## src/rtl/usb_tx_sequencer.sv

```systemverilog
// Transmit phase sequencer for the SIE: walks header, payload, CRC and EOP
// bit slots of one USB packet. It advances only on bit-slot strobes from the stuffer.
module usb_tx_sequencer #(
  parameter int LEN_W    = 14,
  parameter int HDR_BITS = 16,
  parameter int EOP_BITS = 3
) (
  input  logic             clk,
  input  logic             rst,
  input  logic             start,
  input  logic [1:0]       pkt_kind,
  input  logic [LEN_W-1:0] payload_bits,
  input  logic             bit_en,
  input  logic             abort,
  output logic [1:0]       sel,
  output logic             stream_adv,
  output logic             crc_clr,
  output logic             crc_en,
  output logic             crc_shift,
  output logic             token_pkt,
  output logic             data_pkt,
  output logic             eop,
  output logic             busy,
  output logic             done,
  output logic             aborted
);

  localparam int CNT_W = LEN_W + 1;
  localparam logic [1:0] KIND_TOK  = 2'b00;
  localparam logic [1:0] KIND_DATA = 2'b01;
  localparam logic [1:0] KIND_HS   = 2'b10;
  localparam logic [1:0] KIND_RSV  = 2'b11;
  localparam logic [CNT_W-1:0] HDR_LAST   = CNT_W'(HDR_BITS - 1);
  localparam logic [CNT_W-1:0] EOP_LAST   = CNT_W'(EOP_BITS - 1);
  localparam logic [CNT_W-1:0] CRC5_LAST  = CNT_W'(4);
  localparam logic [CNT_W-1:0] CRC16_LAST = CNT_W'(15);

  typedef enum logic [2:0] {
    S_IDLE, S_HDR, S_PAYLOAD, S_CRC, S_EOP, S_DONE
  } state_t;

  state_t           state, state_nxt;
  logic [CNT_W-1:0] cnt;
  logic [1:0]       kind_q;
  logic [LEN_W-1:0] len_q;
  logic             aborted_q;
  logic             abort_hit;
  logic             adv;
  logic             accept;
  logic [CNT_W-1:0] len_last;

  assign abort_hit = abort && (state != S_IDLE);
  // every bit-slot strobe is suppressed in a cycle that abandons the packet
  assign adv       = bit_en && !abort;
  assign accept    = (state == S_IDLE) && start && (pkt_kind != KIND_RSV);
  assign len_last  = {1'b0, len_q} - CNT_W'(1);
  assign aborted   = aborted_q;

  always_ff @(posedge clk) begin
    if (rst) begin
      state     <= S_IDLE;
      cnt       <= '0;
      kind_q    <= 2'b00;
      len_q     <= '0;
      aborted_q <= 1'b0;
    end else begin
      state     <= state_nxt;
      aborted_q <= abort_hit;
      if (accept) begin
        kind_q <= pkt_kind;
        len_q  <= payload_bits;
      end
      if (state_nxt != state) cnt <= '0;
      else if (bit_en && busy) cnt <= cnt + CNT_W'(1);
    end
  end

  always_comb begin
    state_nxt  = state;
    sel        = 2'b11;
    stream_adv = 1'b0;
    crc_clr    = 1'b0;
    crc_en     = 1'b0;
    crc_shift  = 1'b0;
    token_pkt  = 1'b0;
    data_pkt   = 1'b0;
    eop        = 1'b0;
    busy       = 1'b0;
    done       = 1'b0;
    case (state)
      S_IDLE: begin
        if (accept) begin
          crc_clr   = 1'b1;
          state_nxt = S_HDR;
        end
      end
      S_HDR: begin
        busy       = 1'b1;
        sel        = 2'b00;
        stream_adv = adv;
        if (adv && cnt == HDR_LAST) begin
          if (kind_q == KIND_HS) state_nxt = S_EOP;
          else if (len_q == '0) begin
            // zero-length payload: the mux strobe rides on the last header bit
            token_pkt = (kind_q == KIND_TOK);
            data_pkt  = (kind_q == KIND_DATA);
            state_nxt = S_CRC;
          end else state_nxt = S_PAYLOAD;
        end
      end
      S_PAYLOAD: begin
        busy       = 1'b1;
        sel        = 2'b00;
        stream_adv = adv;
        crc_en     = adv;
        if (adv && cnt == len_last) begin
          token_pkt = (kind_q == KIND_TOK);
          data_pkt  = (kind_q == KIND_DATA);
          state_nxt = S_CRC;
        end
      end
      S_CRC: begin
        busy      = 1'b1;
        sel       = (kind_q == KIND_TOK) ? 2'b01 : 2'b10;
        crc_shift = adv;
        if (adv && cnt == ((kind_q == KIND_TOK) ? CRC5_LAST : CRC16_LAST))
          state_nxt = S_EOP;
      end
      S_EOP: begin
        busy = 1'b1;
        eop  = 1'b1;
        if (adv && cnt == EOP_LAST) state_nxt = S_DONE;
      end
      S_DONE: begin
        done      = !abort;
        state_nxt = S_IDLE;
      end
      default: state_nxt = S_IDLE;
    endcase
    if (abort_hit) state_nxt = S_IDLE;
  end

endmodule
```

## config.mk

```make
export PLATFORM = sky130hd
export DESIGN_NAME = usb_tx_sequencer
export DESIGN_NICKNAME = d
export VERILOG_FILES = /design/src/rtl/usb_tx_sequencer.sv
export SDC_FILE = /design/constraint.sdc
export NUM_CORES = 1
export LEC_CHECK = 0
export CORE_MARGIN = 1
export CORE_UTILIZATION = 55
export CTS_CLUSTER_DIAMETER = 40
export DETAILED_ROUTE_END_ITERATION = 8
export PLACE_DENSITY = 0.83
export SLEW_MARGIN = 40
export SYNTH_ARGS = -nofsm -noshare
export SYNTH_HDL_FRONTEND = slang
export SYNTH_SLANG_ARGS = --single-unit
```

## constraint.sdc

```tcl
create_clock -name clk -period 4.63 [get_ports clk]
set_input_delay 0.926 -clock clk [delete_from_list [all_inputs] [get_ports clk]]
set_output_delay 0.926 -clock clk [all_outputs]
set_load 0.02 [all_outputs]
```

# Word-level counts from Yosys, hierarchy flattened
# Index checks and enable logic that the tools add are counted.
# W data, S select, Z words.
# op_classes
reduce_logical	17
n_mux	30
n_eq_ne	13
add_sub_neg	2
# op_table
operator	count
$mux W3	7
$mux W1	17
$add A15 B1 Y15 const B	1
$eq A15 B15 Y1	1
$eq A15 B2 Y1 const B	1
$eq A15 B4 Y1	1
$eq A15 B4 Y1 const B	1
$pmux W3 S5	1
$sub A14 B1 Y15 const B	1
$logic_not A14 Y1	1
$logic_and A1 B1 Y1	9
$eq A3 B2 Y1 const B	2
$eq A3 B3 Y1 const B	2
$mux W4	1
$pmux W1 S2	2
$pmux W2 S2	1
$reduce_or A2 Y1	2
$reduce_or A4 Y1	1
$eq A3 B1 Y1 const B	1
$logic_not A3 Y1	1
$ne A3 B3 Y1	1
$reduce_bool A3 Y1	1
$eq A2 B1 Y1 const B	1
$eq A2 B2 Y1 const B	1
4 further kinds	4
# totals
elab_cells	67
output_inout_bits	12
input_bits	21
regBits	35

# Depth between registers and ports, before layout
# Gate-level depths: netlist (run 1).
# depth
ltp_word	9
depth_mapped	11
depth_no_buf	9

# Worst setup path before layout (run 1)
# OpenSTA, ideal clock, no wires.
# synth_timing
path_kind	flip-flop to output port
startpoint	register len_q[0]
endpoint	output data_pkt
t_required_ns	3.704
arrival_time_ns	2.735
n_path_buf	1
slack_ns	0.969
path_stages_with_launch	11
cell_sequence	dfxtp_1 -> inv_1 -> ha_1 -> or3b_1 -> buf_2 -> nor4_1 -> o211ai_1 -> a221o_1 -> a2111oi_4 -> a31oi_1 -> nor3b_1
# synth_via
elab_chain_cells	5
word_cells_on_any_way	9
cone_classes	1 x add/sub; 1 x eq/ne; 5 x mux; 2 x reduce/logical
# synth_lines
element	line_no	text
start, declared	45	logic [LEN_W-1:0] len_q;
start signal, assigned	71	len_q <= payload_bits;
$sub A14 B1 Y15 or $logic_not A14 Y1 (tied branches)	56, 103	
$eq A15 B15 Y1 or $mux W1 (tied branches)	116, 103	
$logic_and A1 B1 Y1 or $mux W1 (tied branches)	116, 102	
$mux W1, on equally long branches	116, 101	
$pmux W1 S2 (*)	90	case (state)
end, declared	21	output logic data_pkt,
# Every way passes the cells marked *; elsewhere a longest branch is shown, timed or not.

# Final worst setup path (run 1)
# layout_timing
startpoint	input bit_en
endpoint	output token_pkt
# layout_via
elab_chain_cells	4
word_cells_on_any_way	6
cone_classes	3 x mux; 3 x reduce/logical
# layout_lines
element	line_no	text
start, declared	13	input logic bit_en,
$logic_and A1 B1 Y1 (*)	54	assign adv = bit_en && !abort;
$logic_and A1 B1 Y1, on equally long branches	116, 101	
$mux W1, on equally long branches	116, 101	
$pmux W1 S2 (*)	90	
end, declared	20	output logic token_pkt,
# Marked as above.

==> out/results.txt, run 1 <==
The total global-route track usage is 0.2467, and the area fraction of the dominant cell type after synthesis is 0.2971. First-pass GRT wire length: 8480 um. The run gives 5 as the number of buffers created by CTS. The initial DRC count is 178, and the summed negative setup slack over all endpoints is 0 ns. The tools report the pin count of the biggest net entering global routing as 22. Maximum number of buffers from clock root to sink: 2. TritonCTS built the clock tree. 0 antenna diodes ended up in the layout.

The run gives 0.4699 as the worst slew margin relative to its limit. VDD sags by at most 0.2135 mV. The fraction of power spent switching nets is 0.2955. In the synthesized netlist, the number of instances is 311. The sum of routed wire length over all layers is 5182 um, and the total count of max-transition violations in the final report is 0.

Worst path required time: 3.70 ns. The setup check on the worst reg-to-reg path leaves a slack of 1.83 ns. The cell count of the worst reg-to-reg path came out at 9.

The largest fanout on the critical path is 5. The detail route stage leaves a number of antenna-violating nets equal to 0. For this run, design rule violations remaining after detail routing come to 0. The critical path starts at bit_en. Synthesis inferred 35 register bits. After clock tree synthesis, the setup repair step added 0 buffers. The run gives 0.470 as the sequential share of power. The kind of critical path is in2out. The post-synthesis area per instance was 7.584 um^2. The final global-route overflow total came out at 0.

Among all flip-flop cells after synthesis, the most frequent one is sky130_fd_sc_hd__dfxtp_1. Among all cell types in the netlist, the one instantiated most often is sky130_fd_sc_hd__nand2_1. The tree built by TritonCTS fans out to 35 sinks. The run finished with clean final reports. After layout, the minimum clock period comes to 4.435 ns.

The worst register-to-register path ends at cnt[14]. The run gives 0.306 as the part of the power in the clock network. The number of synthesized flops with an enable pin is 0. In the synthesized netlist, the cells that appear most often are 61 x sky130_fd_sc_hd__nand2_1, 35 x sky130_fd_sc_hd__dfxtp_1, 30 x sky130_fd_sc_hd__nor2_1. Dividing the detail-routed wire length by the instance count gives 13.53 um. The later pin in the worst-skew pair is clocked with a latency of 0.29 ns. Clock skew on the completed layout was measured at 0.006680 ns. For this run, the post-layout net count is 356. In this run, post-CTS repair resized a total of 0 instances.

The synthesized net count is 335. The via count of the first global-routing pass is 1900. The biggest area contributor in the post-synthesis netlist is sky130_fd_sc_hd__dfxtp_1. The via count is 2157, and the fraction of final layout cells with drive strength greater than 1 is 0.09309.

The tool flagged a number of max-cap violations equal to 0. The mean number of vias per cell is 5.632, and the cell-internal power is 489.8 uW. Routability-driven placement finished with a final weighted congestion of 0.8587. Setup violations remaining at the end of the flow were counted as 0.

Power spread over the standard cell area amounts to 254.2 nW/um^2. For the area enclosed by the die boundary, the log shows 4554 um^2. The width of the die came out at 67.49 um.

The logs give 23 for the total number of placement rows and 2 for the total number of H-tree levels. Timing would allow up to 0.2255 GHz. The initial core utilization was 0.5813; the number of antenna violations at the first check in global routing was 0. The pre-antenna-repair detailed-routing pass consisted of 4 iterations. The number of buffer cells added on primary ports is 32. The number of fill cells is 369. The startpoint identified for the worst hold timing path is len_q[10]. Yosys printed 0 warnings.

For the leakage dissipation, the log shows 0.9870 nW. STA classifies the critical path startpoint as an input pin. From synthesis to final layout, the design area changed by 15.97%. Once layout is complete, the cells apart from fillers number 383.

The worst setup path is captured at an output pin. The last element of the critical path was token_pkt. The vertical extent of the die was 67.49 um; the slew of the pin with the lowest slew margin was 0.7927 ns. Pin placement for this block handled 33 I/O pins.

The core region is 4058 um^2. The synthesized netlist contains 52 unique library cells. The share of async-settable or async-resettable flops after synthesis is 0. Clock-pin slew was measured on the worst setup and hold paths at 0.06 ns.

Number of hold-repair buffers added at the cts stage: 0. The post-detailed-placement half-perimeter wirelength came out at 3816 um. By area the synthesized netlist is led by sky130_fd_sc_hd__dfxtp_1 30%, sky130_fd_sc_hd__nand2_1 9.7%, sky130_fd_sc_hd__xnor2_1 7.8%. The path class of the tightest hold or removal check is reg2reg. Number of hold violations in the final report: 0. The startpoint of the worst-slack reg-to-reg timing path was len_q[0]. CTS placed an instance of sky130_fd_sc_hd__clkbuf_8 at the clock tree root. The share of total power in combinational logic was 0.224; the post-synthesis instance area was 2359 um^2. The tools report the arrival time of data at the critical path endpoint as 3.51 ns.

Including well taps, the total number of placed cells is 375. The register area share after synthesis is 0.2971, and the portion of the clock cycle consumed by the worst path in the final layout is 0.9578. In this run the power spent charging and discharging nets is 205.5 uW.
## metal layers
layer,wire [um],GRT usage
met1,2413,0.3099
met2,2394,0.4047
met3,270,0.05743
met4,104,0.09309
met5,0,0
## cell usage in the layout, fill, tap and decap left out, types with 2 or more instances in the layout
master                             n
sky130_fd_sc_hd__or2_2             3
sky130_fd_sc_hd__o21bai_1          2
sky130_fd_sc_hd__nand2b_1          2
sky130_fd_sc_hd__inv_1             8
sky130_fd_sc_hd__nor2_2           10
sky130_fd_sc_hd__nor3_1           10
sky130_fd_sc_hd__and3_1            5
sky130_fd_sc_hd__nand3_1          12
sky130_fd_sc_hd__nand3b_1          2
sky130_fd_sc_hd__xnor2_1          21
sky130_fd_sc_hd__clkbuf_8          5
sky130_fd_sc_hd__o21ai_0           5
sky130_fd_sc_hd__ha_1              3
sky130_fd_sc_hd__nor3b_1           4
sky130_fd_sc_hd__o31ai_1           2
sky130_fd_sc_hd__buf_4             2
sky130_fd_sc_hd__o31a_1            2
sky130_fd_sc_hd__clkbuf_1          2
sky130_fd_sc_hd__or3_1             3
sky130_fd_sc_hd__a21oi_1          19
sky130_fd_sc_hd__a211oi_1          2
sky130_fd_sc_hd__nand4_1           3
sky130_fd_sc_hd__a311oi_1          2
sky130_fd_sc_hd__or4_4             2
sky130_fd_sc_hd__nor3_2            2
sky130_fd_sc_hd__nor2_1           30
sky130_fd_sc_hd__nand2_1          61
sky130_fd_sc_hd__clkdlybuf4s50_1  31
sky130_fd_sc_hd__nor4_1            8
sky130_fd_sc_hd__a31oi_1           2
sky130_fd_sc_hd__mux2i_1           4
sky130_fd_sc_hd__xor2_1           10
sky130_fd_sc_hd__dfxtp_1          35
## power groups by stage
stage | clock [mW] | combinational, mW | sequential [mW]
3_5_place_dp | 0 | 0.154 | 0.333
4_1_cts | 0.220 | 0.155 | 0.326
5_1_grt | 0.233 | 0.171 | 0.328
6_report | 0.213 | 0.156 | 0.327
2_1_floorplan | 0 | 0.124 | 0.326
3_3_place_gp | 0 | 0.151 | 0.333
## metrics by stage
stage | worst slack, ns | total power, mW | utilization | cell area [um^2] | hold slack, ns
after detailed placement | 0.1008 | 0.4868 | 0.6516 | 2644 | 0.4771
after global placement | 0.2346 | 0.4840 | 0.6516 | 2644 | 0.4708
after global routing | -0.002592 | 0.7320 | 0.6741 | 2735 | 0.5131
after CTS | 0.08840 | 0.7010 | 0.6716 | 2725 | 0.4864
final | 0.1953 | 0.6952 | 0.6741 | 2735 | 0.4829
after floorplan | 0.9694 | 0.4500 | - | 2359 | 0.4539
## final cells by class
cell class	instances	area, um^2	share of cell area
multi-input cells	248	1523	0.5567
well taps	50	62.56	0.02287
flip-flops and latches	35	700.7	0.2562
clock inverters	1	5.005	0.001830
clock buffers	7	76.32	0.02790
inverters	8	30.03	0.01098
repair buffers	34	337.8	0.1235
## flip-flops by register name (all words and copies together) (netlist names)
name / flops
aborted: 1
cnt: 15
kind_q: 2
len_q: 14
state: 3
## critical path, stage by stage
cell	delay, ns
sky130_fd_sc_hd__clkdlybuf4s50_1	0.55
sky130_fd_sc_hd__nor3b_1	0.23
sky130_fd_sc_hd__nand4_1	0.20
sky130_fd_sc_hd__or3_1	0.45
sky130_fd_sc_hd__nor3_2	0.20
sky130_fd_sc_hd__a31oi_1	0.15
sky130_fd_sc_hd__nor3_1	0.17
sky130_fd_sc_hd__clkdlybuf4s50_1	0.63
## worst min path at each step
| stage | endpoint | slack (ns) | depth (start not counted) |
|---|---|---|---|
| 2_1_floorplan | len_q[6] | 0.45 | 2 |
| 3_3_place_gp | len_q[10] | 0.47 | 2 |
| 3_5_place_dp | len_q[10] | 0.48 | 2 |
| 4_1_cts | len_q[10] | 0.49 | 2 |
| 5_1_grt | len_q[10] | 0.51 | 2 |
| 6_report | len_q[10] | 0.48 | 2 |
## kinds of logic after synthesis
logic type / after synthesis / synth area share
flops: 35 / 0.2971
mux: 4 / 0.01698
xor+xnor: 31 / 0.1151
simple gates: 164 / 0.3496
buf+inv: 28 / 0.06047
compound gates: 46 / 0.1448
fa+ha+maj: 3 / 0.01592
Power figures use the tool's default switching activity.
==> inputs of run 2 (changes only) <==
--- a/config.mk
+++ b/config.mk
@@ -5,7 +5,6 @@
 export SDC_FILE = /design/constraint.sdc
 export NUM_CORES = 1
 export LEC_CHECK = 0
-export CORE_MARGIN = 1
 export CORE_UTILIZATION = 55
 export CTS_CLUSTER_DIAMETER = 40
 export DETAILED_ROUTE_END_ITERATION = 8
==> results of run 2 <==
No change in the layout: final DEF, timing and power equal those of run 1.
==> inputs of run 3 (changes only) <==
--- a/config.mk
+++ b/config.mk
@@ -9,6 +9,7 @@
 export CTS_CLUSTER_DIAMETER = 40
 export DETAILED_ROUTE_END_ITERATION = 8
 export PLACE_DENSITY = 0.83
+export SKIP_LAST_GASP = 1
 export SLEW_MARGIN = 40
 export SYNTH_ARGS = -nofsm -noshare
 export SYNTH_HDL_FRONTEND = slang
==> results of run 3 <==
No change in the layout: final DEF, timing and power equal those of run 1.
